`src/rtl/lab_encoder_8x3_queue.sv`:
```
// Sequential 8-to-3 encoder with a request queue.
// Request pulses on Din are collected in a pending register. Each pending request
// produces one 3-bit code on A, handed off through a valid/ready handshake.
//
// Parameters:
//   RR      : 0 = fixed priority (highest index wins), 1 = round-robin
// Ports:
//   clk     : system clock, rising edge
//   rst_n   : asynchronous active-low reset
//   Din     : request lines; bit i requests code i (qualified by enable)
//   enable  : Din is sampled only while this is high
//   ready   : downstream accepts A this cycle
//   A       : encoded index being presented
//   valid   : A holds a request
//   busy    : a request is pending or presented
//   dup_err : sticky; a request arrived for an index that was already pending
module lab_encoder_8x3_queue #(
  parameter int unsigned RR = 0
) (
  input  logic       clk,
  input  logic       rst_n,
  input  logic [7:0] Din,
  input  logic       enable,
  input  logic       ready,
  output logic [2:0] A,
  output logic       valid,
  output logic       busy,
  output logic       dup_err
);

  logic [7:0] pend_q, pend_d;
  logic [2:0] a_q, a_d;
  logic       valid_q, valid_d;
  logic       dup_q, dup_d;
  logic [2:0] last_q, last_d;

  logic [2:0] sel;
  logic       found;
  logic [2:0] idx;
  logic       load;
  logic [7:0] loadmask;
  logic [7:0] req;

  // Index selection over the pending set.
  always_comb begin
    sel   = 3'd0;
    found = 1'b0;
    idx   = 3'd0;
    if (RR == 0) begin
      // Later iterations overwrite earlier ones, so the highest set bit wins.
      for (int i = 0; i < 8; i++) begin
        if (pend_q[i]) sel = 3'(i);
      end
    end else begin
      // Scan upward from the slot after the last one served, wrapping mod 8.
      for (int i = 0; i < 8; i++) begin
        idx = last_q + 3'd1 + 3'(i);
        if (!found && pend_q[idx]) begin
          sel   = idx;
          found = 1'b1;
        end
      end
    end
  end

  always_comb begin
    load     = (!valid_q || ready) && (pend_q != 8'h00);
    loadmask = load ? (8'h01 << sel) : 8'h00;
    req      = enable ? Din : 8'h00;
    // New requests are OR-ed in after the clear, so a same-cycle re-request survives.
    pend_d   = (pend_q & ~loadmask) | req;
    dup_d    = dup_q | ((req & pend_q & ~loadmask) != 8'h00);
    a_d      = a_q;
    valid_d  = valid_q;
    last_d   = last_q;
    if (load) begin
      a_d     = sel;
      valid_d = 1'b1;
      last_d  = sel;
    end else if (ready) begin
      valid_d = 1'b0;
    end
  end

  always_ff @(posedge clk or negedge rst_n) begin
    if (!rst_n) begin
      pend_q  <= 8'h00;
      a_q     <= 3'd0;
      valid_q <= 1'b0;
      dup_q   <= 1'b0;
      last_q  <= 3'd7;
    end else begin
      pend_q  <= pend_d;
      a_q     <= a_d;
      valid_q <= valid_d;
      dup_q   <= dup_d;
      last_q  <= last_d;
    end
  end

  assign A       = a_q;
  assign valid   = valid_q;
  assign dup_err = dup_q;
  assign busy    = (pend_q != 8'h00) || valid_q;

endmodule
```
`config.mk`:
```
export PLATFORM = sky130hd
export DESIGN_NAME = lab_encoder_8x3_queue
export DESIGN_NICKNAME = d
export VERILOG_FILES = /design/src/rtl/lab_encoder_8x3_queue.sv
export SDC_FILE = /design/constraint.sdc
export NUM_CORES = 1
export LEC_CHECK = 0
export ABC_AREA = 1
export CORE_ASPECT_RATIO = 1.1
export CORE_MARGIN = 5
export CORE_UTILIZATION = 45
export DETAILED_ROUTE_END_ITERATION = 10
export GPL_TIMING_DRIVEN = 1
export HOLD_SLACK_MARGIN = 0.02
export PLACE_DENSITY = 0.75
export SETUP_SLACK_MARGIN = 0.2
export SYNTH_ARGS = -nofsm -noshare
export SYNTH_HDL_FRONTEND = slang
export SYNTH_SLANG_ARGS = --single-unit
export TNS_END_PERCENT = 20
```
`constraint.sdc`:
```
create_clock -name clk -period 2 [get_ports clk]
set_clock_uncertainty 0.2 [all_clocks]
set_input_delay 0.4 -clock clk [delete_from_list [all_inputs] [get_ports clk]]
set_output_delay 0.4 -clock clk [all_outputs]
set_load 0.01 [all_outputs]
```
==> impl_metrics.toml, run 1 <==
[floorplan]
rows = 15
core-area_um2 = 1560
die_height_um = 52.3
dieArea_um2 = 2540
die_w_um = 48.5
num_io_pins = 18
initial_core_util = 0.471

[drt]
dr.pass1.iters = 5
drc = 0
wl_mm = 1.75
ant_nets = 0
wl_per_cell_um = 11.8
drt-vias-per-instance = 4.86
drtIter0Drc = 16
via_count = 719

[timing]
slew_headroom = 0.591
fmaxAchievable_ghz = 0.535
tns_ps = 0
finalCritPeriodShare = 0.935
worstMarginPinSlew_ps = 612
hold_viol = 0
setup_slack_ps = 129
finalCriticalPeriod_ps = 1870
rsz0062_at_grt = "yes"
finalSetupViolations = 0
slew_violations = 0

[pwr]
intPower_w = 0.000439
peakVddDrop_uv = 350
seq_power_share = 0.469
p_leak_nw = 0.544
p_clk_frac = 0.265
p_switching_w = 0.000197
netSwitchingFraction = 0.310
p_comb_frac = 0.266
powerDensity_nw_per_um2 = 614

[cts]
cts_inserted_buffers = 3
cts_sinks = 13
cts_tree = "done"
clk-insertion-delay-late_ps = 280
cts-htree-levels = 1
cts.clk_slew.worst_paths_ps = 90
clockBufferDepth = 2
root_buffer = "clkbuf_4"

[worst_setup_path]
r2r_slack_ps = 210
critPathMaxFanout = 2
path_class = "reg -> out"
endpoint = "busy"
required_ps = 1400
crit_arrival_ps = 1270
slowest_delay_ps = 400
cp-start-kind = "flop"
path_cells = "nor2_2 -> nand2_2 -> nor3_4 -> nand2_1 -> buf_2"
cpMaxStageDelayCell = "dfrtp_1"
endpoint_kind = "output pin"
ff2ff_path_depth = 14
r2r_start = "pend_q[2]$_DFF_PN0_"
r2r-end = "dup_err$_DFF_PN0_"
worstSetupStartpoint = "pend_q[2]$_DFF_PN0_"

[final_layout]
diodes = 0
drive_above_1_share = 0.237
final_net_count = 144
fin_cells = 148
syn_to_final_growth_pct = 41.3
post-route-util = 0.665
n_fill_cell = 125
fin_area_um2 = 1040

[grt]
grt_max_degree = 14
grt_pass1_wl_mm = 2.87
grt-ovfl-total = 0
antenna_found_initial = 0
grt_pass1_vias = 668
grt_usage = 0.144

[synthesis]
synth_cells = 101
ys_top_cells_by_count = "nand2_1 (36), dfrtp_1 (13), inv_1 (12)"
netlist_area_um2 = 733
synth_edf_count = 0
synthArstFlopShare = 1.00
syn_nets = 113
synth.distinct_cells = 21
synth.avg_cell_area_um2 = 7.26
synth_top_cell_area_share = 0.444
synth_ff_type = "dfrtp_1"
synth_top_area_cell = "dfrtp_1"
ys_top_cells_by_area = "dfrtp_1 (44%), nand2_1 (18%), inv_1 (6.1%)"
synth_most_common_cell = "nand2_1"
seq_area_frac_synth = 0.444
yosysWarningCount = 0
synth_seq_cells = 13

[place]
hpwl_mm = 1.19
place_ws_ps = -33.9
place.gp.congestion = 0.778
place_area_um2 = 942
place_inst = 137
port_buffers = 17

[hold_path]
hold_path_class = "in -> async"

[job]
cap_violations = 0

[status]
status = "completed"
metrics by stage:
| step | power, W | hold slack, ps |
|---|---|---|
| 2_1_floorplan | 0.000392 | -95.6 |
| 5_1_grt | 0.000674 | 322 |
| 6_report | 0.000636 | 298 |
| 3_3_place_gp | 0.000448 | 278 |
| 4_1_cts | 0.000621 | 301 |
| 3_5_place_dp | 0.000452 | 280 |
timing repair:
item / 4_1_cts / 5_1_grt
hold buffers: 0 / 0
resized for setup: 6 / 4
pin swaps: 4 / 3
setup endpoints to repair: 3 / 7
setup buffers: 4 / 3
cells in the final DEF, fill, tap and decap left out:
master,synthesis,layout
a21oi_1,1,1
a21oi_2,2,2
a22o_1,2,2
a31oi_1,1,1
buf_2,1,1
buf_4,0,10
clkbuf_1,0,1
clkbuf_4,0,3
clkdlybuf4s50_1,0,16
dfrtp_1,13,12
dfrtp_2,0,1
inv_1,12,12
inv_2,5,5
nand2_1,36,35
nand2_2,1,1
nand2_4,1,2
nand3_1,7,7
nand3_2,1,1
nand4_1,2,2
nor2_1,10,8
nor2_2,1,3
nor2_4,1,1
nor3_1,1,1
nor3_4,0,1
o21ai_0,1,1
o21bai_1,1,1
worst max-delay path: cells and delay by family, from the launching register on:
family	cells	cell delay, ps
simple gates	4	450
buf+inv	1	140
flops	1	400
kinds of logic after synthesis:
family	after synthesis	share of synthesized area
flip-flops	13	0.444
buffers and inverters	18	0.0938
AND/OR/NAND/NOR	62	0.382
AO/OA/AOI/OAI	8	0.0802
layer usage:
metal | global-route usage | vias to the layer above | share of wire
met3 | 0.0427 | 4 | 0.060
li1 | - | 374 | -
met5 | 0 | - | 0
met4 | 0.0538 | 0 | 0.011
met2 | 0.248 | 20 | 0.50
met1 | 0.168 | 321 | 0.43
worst min-delay path by stage:
stage                        start                  end  slack [ps]  depth (start not counted)
2_1_floorplan                rst_n     A[0]$_DFFE_PN0P_        -100                          0
3_3_place_gp   pend_q[4]$_DFF_PN0_  pend_q[4]$_DFF_PN0_         280                          2
3_5_place_dp   pend_q[4]$_DFF_PN0_  pend_q[4]$_DFF_PN0_         280                          2
4_1_cts        pend_q[4]$_DFF_PN0_  pend_q[4]$_DFF_PN0_         300                          2
5_1_grt        pend_q[4]$_DFF_PN0_  pend_q[4]$_DFF_PN0_         320                          2
6_report                     rst_n  pend_q[7]$_DFF_PN0_         300                          1
state kept, by name, summed over array words and instances (netlist names):
register,count
A,3
pend_q,8
dup_err,1
valid,1
cell type report:
| type | instances | area (µm²) | area share |
|---|---|---|---|
| clock buffer | 4 | 26.3 | 0.0254 |
| timing repair buffer | 27 | 240 | 0.232 |
| multi-input combinational | 70 | 358 | 0.345 |
| inverter | 17 | 63.8 | 0.0616 |
| tap | 17 | 21.3 | 0.0205 |
| sequential | 13 | 327 | 0.315 |
power by group through the flow:
stage          clock (W)  sequential [W]  combinational [W]
6_report        0.000169        0.000298           0.000169
5_1_grt         0.000188        0.000301           0.000185
4_1_cts         0.000171        0.000299           0.000151
3_5_place_dp           0        0.000304           0.000147
2_1_floorplan          0        0.000307          0.0000849
3_3_place_gp           0        0.000304           0.000144
Note: power is estimated with default switching activity, not from simulation.
==> run 2, diff against run 1 <==
--- a/config.mk
+++ b/config.mk
@@ -14,6 +14,7 @@
 export HOLD_SLACK_MARGIN = 0.02
 export PLACE_DENSITY = 0.75
 export SETUP_SLACK_MARGIN = 0.2
+export SKIP_LAST_GASP = 1
 export SYNTH_ARGS = -nofsm -noshare
 export SYNTH_HDL_FRONTEND = slang
 export SYNTH_SLANG_ARGS = --single-unit
==> results of run 2 <==
Final layout, timing and power as in run 1 (identical DEF).
